[config.mk]
export PLATFORM = sky130hd
export DESIGN_NAME = fact_initiator
export DESIGN_NICKNAME = d
export VERILOG_FILES = /design/src/rtl/fact_bus_pkg.sv /design/src/rtl/fact_initiator.sv
export SDC_FILE = /design/constraint.sdc
export NUM_CORES = 1
export LEC_CHECK = 0
export ABC_AREA = 1
export BUFFER_PORTS_ARGS = -buffer_cell sky130_fd_sc_hd__buf_2
export CAP_MARGIN = 5
export CELL_PAD_IN_SITES_DETAIL_PLACEMENT = 0
export CELL_PAD_IN_SITES_GLOBAL_PLACEMENT = 1
export CORE_UTILIZATION = 39
export CTS_CLUSTER_DIAMETER = 150
export DETAILED_ROUTE_END_ITERATION = 6
export PLACE_DENSITY_LB_ADDON = 0.1
export SLEW_MARGIN = 10
export SYNTH_ARGS = -nofsm -noshare
export SYNTH_HDL_FRONTEND = slang
export SYNTH_SLANG_ARGS = --single-unit
export TNS_END_PERCENT = 1
[constraint.sdc]
create_clock -name clk -period 1.8 [get_ports clk]
set_clock_uncertainty 0.1 [all_clocks]
set_input_delay 0.27 -clock clk [delete_from_list [all_inputs] [get_ports clk]]
set_output_delay 0.27 -clock clk [all_outputs]
set_load 0.05 [all_outputs]
[src/rtl/fact_bus_pkg.sv]
// Shared definitions for the factorial accelerator register bus:
// register indices, status bit positions and the initiator FSM states.
package fact_bus_pkg;

  localparam logic [1:0] FACT_A_N    = 2'd0;
  localparam logic [1:0] FACT_A_GO   = 2'd1;
  localparam logic [1:0] FACT_A_STAT = 2'd2;
  localparam logic [1:0] FACT_A_RES  = 2'd3;

  localparam int STAT_DONE = 0;
  localparam int STAT_ERR  = 1;

  typedef enum logic [2:0] {
    IDLE   = 3'd0,
    WR_N   = 3'd1,
    WR_GO  = 3'd2,
    CLR_GO = 3'd3,
    POLL   = 3'd4,
    RD_RES = 3'd5,
    RESP   = 3'd6
  } fact_state_e;

endpackage

[src/rtl/fact_initiator.sv]
// Bus initiator that runs one factorial job on the accelerator registers:
// write n, pulse go, poll status with a cycle budget, read the result.
module fact_initiator
  import fact_bus_pkg::*;
#(
  parameter int TIMEOUT_CYCLES = 1024,
  parameter int CNT_W          = 16
) (
  input  logic        clk,
  input  logic        reset,
  input  logic        start,
  input  logic [3:0]  n_in,
  output logic        busy,
  output logic        done,
  output logic [31:0] result,
  output logic        err,
  output logic        timeout,
  output logic [1:0]  bus_a,
  output logic        bus_we,
  output logic [3:0]  bus_wd,
  input  logic [31:0] bus_rd
);

  localparam logic [CNT_W-1:0] CNT_LAST = CNT_W'(TIMEOUT_CYCLES - 1);

  fact_state_e       r_state;
  logic [3:0]        r_n;
  logic [CNT_W-1:0]  r_cnt;
  logic [31:0]       r_result;
  logic              r_err;
  logic              r_timeout;

  fact_state_e       w_state_nxt;
  logic [3:0]        w_n_nxt;
  logic [CNT_W-1:0]  w_cnt_nxt;
  logic [31:0]       w_result_nxt;
  logic              w_err_nxt;
  logic              w_timeout_nxt;

  // State and datapath registers.
  always_ff @(posedge clk or negedge reset) begin
    if (!reset) begin
      r_state   <= IDLE;
      r_n       <= 4'd0;
      r_cnt     <= '0;
      r_result  <= 32'd0;
      r_err     <= 1'b0;
      r_timeout <= 1'b0;
    end else begin
      r_state   <= w_state_nxt;
      r_n       <= w_n_nxt;
      r_cnt     <= w_cnt_nxt;
      r_result  <= w_result_nxt;
      r_err     <= w_err_nxt;
      r_timeout <= w_timeout_nxt;
    end
  end

  // Next-state and datapath update; start outside IDLE is simply dropped.
  always_comb begin
    w_state_nxt   = r_state;
    w_n_nxt       = r_n;
    w_cnt_nxt     = r_cnt;
    w_result_nxt  = r_result;
    w_err_nxt     = r_err;
    w_timeout_nxt = r_timeout;
    case (r_state)
      IDLE: begin
        if (start) begin
          w_n_nxt       = n_in;
          w_result_nxt  = 32'd0;
          w_err_nxt     = 1'b0;
          w_timeout_nxt = 1'b0;
          w_state_nxt   = WR_N;
        end else begin
          w_state_nxt   = IDLE;
        end
      end
      WR_N:   w_state_nxt = WR_GO;
      WR_GO:  w_state_nxt = CLR_GO;
      CLR_GO: begin
        w_cnt_nxt   = '0;
        w_state_nxt = POLL;
      end
      POLL: begin
        // A done seen on the final budget cycle still wins over timeout.
        if (bus_rd[STAT_DONE]) begin
          w_err_nxt   = bus_rd[STAT_ERR];
          w_state_nxt = RD_RES;
        end else if (r_cnt == CNT_LAST) begin
          w_timeout_nxt = 1'b1;
          w_result_nxt  = 32'd0;
          w_state_nxt   = RESP;
        end else begin
          w_cnt_nxt = r_cnt + CNT_W'(1);
        end
      end
      RD_RES: begin
        w_result_nxt = bus_rd;
        w_state_nxt  = RESP;
      end
      RESP:    w_state_nxt = IDLE;
      default: w_state_nxt = IDLE;
    endcase
  end

  // Bus and handshake outputs decoded purely from registered state.
  always_comb begin
    busy   = (r_state != IDLE);
    done   = (r_state == RESP);
    bus_we = 1'b0;
    bus_a  = FACT_A_N;
    bus_wd = 4'd0;
    case (r_state)
      WR_N: begin
        bus_we = 1'b1;
        bus_a  = FACT_A_N;
        bus_wd = r_n;
      end
      WR_GO: begin
        bus_we = 1'b1;
        bus_a  = FACT_A_GO;
        bus_wd = 4'b0001;
      end
      CLR_GO: begin
        bus_we = 1'b1;
        bus_a  = FACT_A_GO;
        bus_wd = 4'd0;
      end
      POLL:    bus_a = FACT_A_STAT;
      RD_RES:  bus_a = FACT_A_RES;
      default: begin
        bus_we = 1'b0;
        bus_a  = FACT_A_N;
        bus_wd = 4'd0;
      end
    endcase
  end

  assign result  = r_result;
  assign err     = r_err;
  assign timeout = r_timeout;

endmodule

==> results of run 1 <==
-- sequential cells by signal (all words and copies together) (netlist names) --
signal and flops:
result 32, r_cnt 16, r_n 4, r_state 3
err 1, timeout 1
-- cells by family after synthesis --
group / Yosys count / synth area share [%]
XOR/XNOR: 3 / 0.844
AO/OA/AOI/OAI: 62 / 14.1
buffers and inverters: 44 / 7.40
adder cells (fa/ha/maj): 4 / 1.61
flip-flops: 57 / 45.8
AND/OR/NAND/NOR: 204 / 30.2
-- path summary, 6_finish.rpt --
check	from	endpoint
setup / recovery	r_state[1]	bus_wd[1]
hold / removal	n_in[0]	r_n[0]
setup reg to reg	r_state[1]	result[27]
hold reg to reg	result[24]	result[24]
max in group asynchronous	reset	r_state[1]
min in group asynchronous	reset	result[4]
-- routing by layer --
| metal | part of all wire [%] | up-vias | track usage, % |
|---|---|---|---|
| li1 | - | 1403 | - |
| met1 | 50 | 1228 | 25.5 |
| met2 | 45 | 58 | 28.9 |
| met3 | 4.3 | 10 | 3.77 |
| met4 | 1.1 | 0 | 6.75 |
| met5 | 0 | - | 0 |
-- layout by cell type, fill, tap and decap left out, types with 2 or more instances in the layout --
| master | Yosys | routed |
|---|---|---|
| clkbuf_8 | 0 | 10 |
| a21oi_2 | 1 | 2 |
| inv_2 | 6 | 6 |
| clkbuf_4 | 0 | 2 |
| nand3_2 | 2 | 2 |
| nand3_1 | 16 | 16 |
| buf_2 | 4 | 73 |
| dfrtp_1 | 57 | 55 |
| o21ai_0 | 12 | 12 |
| o21ai_1 | 9 | 9 |
| buf_6 | 8 | 5 |
| a21oi_1 | 6 | 5 |
| nor2_4 | 2 | 4 |
| clkinvlp_4 | 0 | 3 |
| nor2_2 | 3 | 4 |
| ha_1 | 4 | 3 |
| nand2_2 | 22 | 24 |
| dfrtp_2 | 0 | 2 |
| xor2_1 | 2 | 2 |
| buf_4 | 0 | 22 |
| o21ai_2 | 32 | 32 |
| nand2_4 | 3 | 3 |
| nand4_1 | 3 | 3 |
| buf_12 | 0 | 5 |
| inv_1 | 26 | 25 |
| nand2_1 | 120 | 118 |
| nor3_2 | 0 | 2 |
| nor2_1 | 28 | 25 |
-- power by group through the flow --
stage               registers (uW)  clock network [uW]  logic [uW]
floorplan                     2550                   0        1780
global placement              1790                   0        3310
detailed placement            1800                   0        3330
CTS                           1770                1270        3480
global route                  1810                1330        3800
finish                        1770                1240        3520
-- final cells by class --
| class | count | area share [%] |
|---|---|---|
| well taps | 102 | 3.12 |
| clock inverters | 6 | 1.62 |
| flip-flops and latches | 57 | 34.9 |
| inverters | 32 | 3.00 |
| repair buffers | 108 | 17.4 |
| clock buffers | 10 | 3.36 |
| multi-input cells | 273 | 36.6 |
-- metrics by stage --
step / instance area, um^2 / setup TNS [ns]
after floorplan: 3120 / -5.22
after CTS: 4050 / -0.0107
final: 4090 / 0
after global routing: 4090 / -0.618
after detailed placement: 3770 / 0
after global placement: 3770 / 0
-- critical path, delay by kind of cell, from the launching register on --
family,cells,cell delay (ns)
AND/OR/NAND/NOR,3,0.36
flip-flops,1,0.41
buffers and inverters,2,0.32
-- timing repair --
item                                    CTS  global route
buffers inserted                          2             2
endpoints found under the setup margin    6            29
gates resized for setup                  17            10
gates cloned                              0             0
hold buffers                              1             0
endpoints found under the hold margin    57             0
pin swaps                                 2             1
==> flow_metrics.env, run 1 <==
export IMPL_regArea_um2=1430
export IMPL_yosysMostFrequentCell="nand2_1"
export IMPL_wl_per_cell_um=12.0
export IMPL_fmax_mhz=557
export IMPL_num_vias=2699
export IMPL_antenna_found_initial=0
export IMPL_yosys_warnings=0
export IMPL_dp_hpwl_um=5040
export IMPL_hold_path_class="in2reg"
export IMPL_power_frac_seq_pct=27.1
export IMPL_ys_top_cells_by_count="120 x nand2_1, 57 x dfrtp_1, 32 x o21ai_2, 28 x nor2_1, 26 x inv_1"
export IMPL_stdcell_count=588
export IMPL_final_max_slew_viol_count=0
export IMPL_placed_cells=567
export IMPL_p_leak_uw=0.00204
export IMPL_dpl_worst_slack_ns=0.0784
export IMPL_setup_viol=0
export IMPL_combPwrFrac_pct=53.9
export IMPL_routed_wl_um=7080
export IMPL_cts_sinks=57
export IMPL_yosysSeqAreaShare_pct=45.8
export IMPL_grt_pass1_vias=2547
export IMPL_critical_path_class="reg2out"
export IMPL_clk_latency_ns=0.34
export IMPL_critPathMaxFanout=4
export IMPL_crit_arrival_ns=1.43
export IMPL_ys_seq_elements=57
export IMPL_rsz0062_at_grt="yes"
export IMPL_num_antenna_cells=0
export IMPL_die_height_um=91.3
export IMPL_worst_pin_slew_ns=0.411
export IMPL_grt_ovfl_total=0
export IMPL_max_slew_margin_pct=72.5
export IMPL_yosys_top_cells_area="dfrtp_1 46%, nand2_1 14%, o21ai_2 9.0%"
export IMPL_gr_usage_all_layers_pct=18.5
export IMPL_gp_congestion=0.881
export IMPL_placement_rows=32
export IMPL_cts_clk_slew_worst_paths_ns=0.06
export IMPL_clock_power_share_pct=18.9
export IMPL_min_period_ns=1.80
export IMPL_hold_path_cell_count=3
export IMPL_finalPower_uw=6530
export IMPL_mappedNetlistArea_um2=3110
export IMPL_drtAntennaViolNets=0
export IMPL_cts_buffers=9
export IMPL_ys_flop_type="dfrtp_1"
export IMPL_status="complete, no violations"
export IMPL_die_w_um=91.3
export IMPL_p_per_area_nw_per_um2=1600
export IMPL_startpoint_type="flop"
export IMPL_htree_levels=3
export IMPL_multi_input_area_um2=1500
export IMPL_critPathRequiredTime_ns=1.43
export IMPL_fillCellCount=726
export IMPL_io_pins=82
export IMPL_nets=524
export IMPL_yosysTopAreaCell="dfrtp_1"
export IMPL_cp_end_kind="output pin"
export IMPL_synthesis_nets=417
export IMPL_power_switching_uw=3180
export IMPL_reg2reg_slack_ns=0.08
export IMPL_crit_path_max_incr_delay_ns=0.41
export IMPL_core_area_um2=7730
export IMPL_max_cap_violations=0
export IMPL_drive_gt1_share_pct=43.0
export IMPL_slowest_stage="dfrtp_2"
export IMPL_grt_first_pass_wirelength_um=12200
export IMPL_rr_worst_depth=9
export IMPL_drc=0
export IMPL_hold_viol_final=0
export IMPL_syn2layout_area_growth_pct=31.4
export IMPL_drtIter0Drc=136
export IMPL_root_buffer="clkbuf_8"
export IMPL_syn_avg_cell_area_um2=8.32
export IMPL_cp_cell_sequence="buf_4, nor2_4, nand2_2, nor2_2, buf_6"
export IMPL_drt_vias_per_instance=4.59
export IMPL_finalCritPeriodShare_pct=99.8
export IMPL_port_buffers=81
export IMPL_clockBufferDepth=2
export IMPL_synth_cell_types=27
export IMPL_final_util_pct=52.9
export IMPL_fin_ws_ns=0.00398
export IMPL_p_int_uw=3340
export IMPL_synth_async_sr_flop_share_pct=100
export IMPL_synth_edf_count=0
export IMPL_first_pass_iters=4
export IMPL_max_vdd_ir_drop_mv=1.04
export IMPL_synth_cells=374
export IMPL_whs_ns=0.0333
export IMPL_initial_utilization_pct=40.3
export IMPL_grt_max_degree=58
export IMPL_die_area_um2=8340
export IMPL_synth_top_area_share_pct=45.8
export IMPL_cts_tree="done"
export IMPL_swShare_pct=48.8
Power figures use the tool's default switching activity.
==> inputs of run 2 (changes only) <==
--- a/config.mk
+++ b/config.mk
@@ -10,6 +10,7 @@
 export CAP_MARGIN = 5
 export CELL_PAD_IN_SITES_DETAIL_PLACEMENT = 0
 export CELL_PAD_IN_SITES_GLOBAL_PLACEMENT = 1
+export CORE_ASPECT_RATIO = 1.2
 export CORE_UTILIZATION = 39
 export CTS_CLUSTER_DIAMETER = 150
 export DETAILED_ROUTE_END_ITERATION = 6
==> run 2 against run 1 <==
  * Combinational power decreased by 3%
  * Wire length up 0.64%
  * Cell count shrank 2.7%
  * Critical endpoint is now bus_a[0]
  * Core utilization fell by 1.1 points
  * Critical path type unchanged
==> flow_metrics.env, run 2 (synthesized netlist as in run 1, its figures left out) <==
export IMPL_status="complete, no violations"
export IMPL_critical_path_class="reg2out"
export IMPL_gp_congestion=0.802
export IMPL_final_common_cell="nand2_1"
export IMPL_reg2reg_slack_ns=0.13
export IMPL_placement_rows=35
export IMPL_reg2reg_to="r_cnt[10]"
export IMPL_p_per_area_nw_per_um2=1570
export IMPL_startpoint_type="flop"
export IMPL_r2r_start="r_state[1]"
export IMPL_grt_pass1_vias=2601
export IMPL_finalCritPeriodShare_pct=99.8
export IMPL_drtAntennaViolNets=0
export IMPL_crit_arrival_ns=1.43
export IMPL_die_area_um2=8340
export IMPL_hold_viol_final=0
export IMPL_clockBufferDepth=2
export IMPL_setup_viol=0
export IMPL_dp_hpwl_um=5180
export IMPL_wl_per_cell_um=12.5
export IMPL_port_buffers=81
export IMPL_cp_end_kind="output pin"
export IMPL_rsz0062_at_grt="yes"
export IMPL_post_route_cell_area_um2=4000
export IMPL_placed_cells=554
export IMPL_cts_sinks=57
export IMPL_drive_gt1_share_pct=41.9
export IMPL_num_vias=2663
export IMPL_routed_wl_um=7130
export IMPL_clk_latency_ns=0.33
export IMPL_min_to="r_n[0]"
export IMPL_worst_pin_slew_ns=0.363
export IMPL_dpl_worst_slack_ns=0.121
export IMPL_num_antenna_cells=0
export IMPL_cts_buffers=9
export IMPL_critPathMaxFanout=4
export IMPL_drtIter0Drc=134
export IMPL_antenna_found_initial=0
export IMPL_hold_path_cell_count=3
export IMPL_placed_area_um2=3730
export IMPL_critPathRequiredTime_ns=1.43
export IMPL_grt_max_degree=58
export IMPL_hold_path_class="in2reg"
export IMPL_nets=518
export IMPL_drc=0
export IMPL_stdcell_count=572
export IMPL_largest_reg_flops=32
export IMPL_max_cap_violations=0
export IMPL_die_w_um=83.6
export IMPL_cts_clk_slew_worst_paths_ns=0.07
export IMPL_fin_ws_ns=0.00448
export IMPL_p_leak_uw=0.00201
export IMPL_die_height_um=99.9
export IMPL_rr_worst_depth=9
export IMPL_max_slew_margin_pct=75.7
export IMPL_syn2layout_area_growth_pct=28.3
export IMPL_gr_usage_all_layers_pct=18.4
export IMPL_min_from="n_in[0]"
export IMPL_root_buffer="clkbuf_8"
export IMPL_multi_input_area_um2=1490
export IMPL_max_vdd_ir_drop_mv=0.839
export IMPL_regArea_um2=1430
export IMPL_fmax_mhz=557
export IMPL_fillCellCount=767
export IMPL_grt_ovfl_total=0
export IMPL_htree_levels=3
export IMPL_cts_tree="done"
export IMPL_final_max_slew_viol_count=0
export IMPL_first_pass_iters=4
export IMPL_whs_ns=0.0463
export IMPL_fin_setup_tns_ns=0
export IMPL_drt_vias_per_instance=4.66
export IMPL_io_pins=82
export IMPL_final_cell_mix="118 x nand2_1, 74 x buf_2, 55 x dfrtp_1"
export IMPL_initial_utilization_pct=40.4
export IMPL_min_period_ns=1.80
export IMPL_grt_first_pass_wirelength_um=12200
export IMPL_core_area_um2=7710
==> run 2: repair_timing <==
item,in CTS,in global routing
hold endpoints to repair,57,0
resized for setup,19,6
buffers inserted,1,0
pin swaps,3,0
setup endpoints to repair,6,8
hold buffers,1,0
==> run 2: per-stage QoR <==
stage	utilization, %	total power [uW]
after floorplan	-	4330
after detailed placement	48.4	5100
after global routing	51.8	6660
after CTS	51.6	6300
after global placement	48.4	5060
final	51.8	6260
==> run 2: critical path, cell delays in order (launching register included) <==
cell	delay (ns)
dfrtp_1	0.41
buf_6	0.14
nor2_4	0.14
nand2_2	0.09
a21oi_2	0.16
buf_6	0.17
==> run 2: worst max path at each step <==
stage | from | to | slack [ns]
2_1_floorplan | r_state[1] | bus_a[0] | -0.19
3_3_place_gp | r_state[1] | result[2] | 0.17
3_5_place_dp | r_state[1] | result[23] | 0.12
4_1_cts | r_state[1] | bus_a[0] | -0.003
5_1_grt | r_state[1] | bus_a[0] | -0.07
6_report | r_state[1] | bus_a[0] | 0.004
==> run 2: power breakdown <==
group          total (uW)  internal, uW  switching [uW]
clock                1060           532             530
sequential           1800          1590             214
combinational        3400          1010            2390
==> run 2: per-layer routing <==
layer / share of wire, % / vias up / global-route usage (%)
li1: - / 1393 / -
met1: 47 / 1211 / 23.3
met2: 48 / 54 / 31.5
met3: 4.2 / 5 / 4.44
met4: 0.91 / 0 / 5.48
met5: 0 / - / 0
==> run 2: area by class of cell <==
class / instances / share of cell area [%]
Inverter: 32 / 3.07
Tap cell: 92 / 2.88
Timing Repair Buffer: 102 / 16.7
Clock buffer: 11 / 3.54
Multi-Input combinational cell: 273 / 37.2
Clock inverter: 5 / 0.783
Sequential cell: 57 / 35.8
==> inputs of run 3 (changes only) <==
==> constraint.sdc (replaced) <==
create_clock -name clk -period 1.7 [get_ports clk]
set_clock_uncertainty 0.1 [all_clocks]
set_input_delay 0.255 -clock clk [delete_from_list [all_inputs] [get_ports clk]]
set_output_delay 0.255 -clock clk [all_outputs]
set_load 0.05 [all_outputs]
==> run 3 against run 2 <==
  * Cell count is 2.3% higher
  * Largest cell class unchanged
  * Highest routed layer unchanged
  * Wire length is 1.4% higher
  * Die area stayed put
  * Combinational power is 15% higher
  * Via count is 2.6% higher
  * Non-clock buffer count is 13 higher
  * Hold slack worse by 0.029 ns
  * Critical path depth stayed put
  * Global-route usage is 0.73 points higher
  * The run now ends with setup timing left
  * Clock power is 8% higher
  * Register-to-register slack worse by 0.12 ns
==> flow_metrics.env, run 3 (synthesized netlist as in run 1, its figures left out) <==
export IMPL_routed_wl_um=7230
export IMPL_htree_levels=3
export IMPL_grt_pass1_vias=2760
export IMPL_wl_per_cell_um=12.4
export IMPL_drtIter0Drc=89
export IMPL_max_vdd_ir_drop_mv=0.943
export IMPL_placement_rows=35
export IMPL_hold_path_class="in2reg"
export IMPL_die_height_um=99.9
export IMPL_die_area_um2=8340
export IMPL_critPathMaxFanout=4
export IMPL_num_antenna_cells=0
export IMPL_reg2reg_to="result[28]"
export IMPL_max_slew_margin_pct=79.4
export IMPL_drc=0
export IMPL_cts_buffers=9
export IMPL_cts_tree="done"
export IMPL_final_common_cell="nand2_1"
export IMPL_final_util_pct=54.4
export IMPL_drtAntennaViolNets=0
export IMPL_initial_utilization_pct=40.4
export IMPL_whs_ns=0.0169
export IMPL_max_cap_violations=0
export IMPL_r2r_start="r_state[2]"
export IMPL_nets=531
export IMPL_dp_hpwl_um=5020
export IMPL_rr_worst_depth=9
export IMPL_hold_viol_final=0
export IMPL_min_period_ns=1.78
export IMPL_reg2reg_slack_ns=0.01
export IMPL_rsz0062_at_grt="yes"
export IMPL_core_area_um2=7710
export IMPL_p_leak_uw=0.00208
export IMPL_worst_pin_slew_ns=0.309
export IMPL_grt_ovfl_total=0
export IMPL_dpl_worst_slack_ns=0.0458
export IMPL_finalCritPeriodShare_pct=105
export IMPL_drive_gt1_share_pct=45.2
export IMPL_first_pass_iters=4
export IMPL_cts_sinks=57
export IMPL_gp_congestion=0.832
export IMPL_hold_path_cell_count=3
export IMPL_antenna_found_initial=0
export IMPL_cp_end_kind="output pin"
export IMPL_port_buffers=81
export IMPL_drt_vias_per_instance=4.67
export IMPL_endpoint="bus_a[0]"
export IMPL_status="finished, violations left"
export IMPL_gr_usage_all_layers_pct=19.2
export IMPL_multi_input_area_um2=1530
export IMPL_clockBufferDepth=2
export IMPL_critical_path_class="reg2out"
export IMPL_critPathRequiredTime_ns=1.34
export IMPL_setup_viol=7
export IMPL_fin_ws_ns=-0.0840
export IMPL_syn2layout_area_growth_pct=34.6
export IMPL_clk_latency_ns=0.34
export IMPL_p_per_area_nw_per_um2=1660
export IMPL_startpoint_type="flop"
export IMPL_root_buffer="clkbuf_8"
export IMPL_cp_startpoint="r_state[1]"
export IMPL_crit_arrival_ns=1.43
export IMPL_fmax_mhz=561
export IMPL_fin_setup_tns_ns=-0.404
export IMPL_grt_max_degree=58
export IMPL_final_max_slew_viol_count=0
export IMPL_grt_first_pass_wirelength_um=12600
export IMPL_num_vias=2732
export IMPL_regArea_um2=1430
export IMPL_largest_reg_flops=32
export IMPL_io_pins=82
export IMPL_final_cell_mix="118 x nand2_1, 73 x buf_2, 54 x dfrtp_1"
export IMPL_finalPower_uw=6960
export IMPL_fillCellCount=729
export IMPL_die_w_um=83.6
export IMPL_cts_clk_slew_worst_paths_ns=0.07
export IMPL_violations="setup timing"
## run 3: cell types whose count changed in the layout (fill, tap and decap cells not counted), sizes merged
cell | previous run | this run
clkbuf | 12 | 11
buf | 100 | 114
clkinv | 4 | 3
clkinvlp | 1 | 3
inv | 32 | 31
## run 3: what timing repair did
action | CTS | global route
setup endpoints to repair | 8 | 57
hold buffers | 1 | 0
endpoints found under the hold margin | 57 | 0
setup buffers | 8 | 0
pin swaps | 4 | 2
gates resized for setup | 33 | 10
## run 3: worst min-delay path by stage
stage | from | to | slack, ns
floorplan | reset | err | -0.14
finish | n_in[0] | r_n[0] | 0.02
detailed placement | reset | result[13] | 0.18
CTS | n_in[0] | r_n[0] | 0.003
global placement | reset | result[13] | 0.19
global route | n_in[0] | r_n[0] | 0.01
## run 3: routing by layer
metal	wire [um]	vias to the layer above	track usage, %
met4	121	0	8.34
met5	0	-	0
met2	3510	51	32.8
li1	-	1416	-
met1	3300	1255	23.4
met3	292	10	4.19
## run 3: area by class of cell
type	count	area share [%]
Tap cell	92	2.75
Clock inverter	5	0.717
Inverter	32	3.08
Multi-Input combinational cell	273	36.6
Sequential cell	57	34.1
Clock buffer	11	3.61
Timing Repair Buffer	115	19.1
## run 3: metrics by stage
step	std cells	area, um^2
final	585	4190
after global routing	585	4190
after CTS	585	4160
after detailed placement	560	3790
after global placement	560	3790
after floorplan	374	3120
## run 3: power by group
| group | switching, uW | internal [uW] |
|---|---|---|
| combinational | 2630 | 1280 |
| clock | 550 | 599 |
| sequential | 222 | 1680 |
| total | 3400 | 3560 |
## run 3: worst max-delay path, cell delays in order, from the launching register on
cell and delay (ns):
dfrtp_1 0.42, buf_6 0.15, nor2_4 0.13, nand2_2 0.08, a21oi_2 0.15, buf_6 0.17
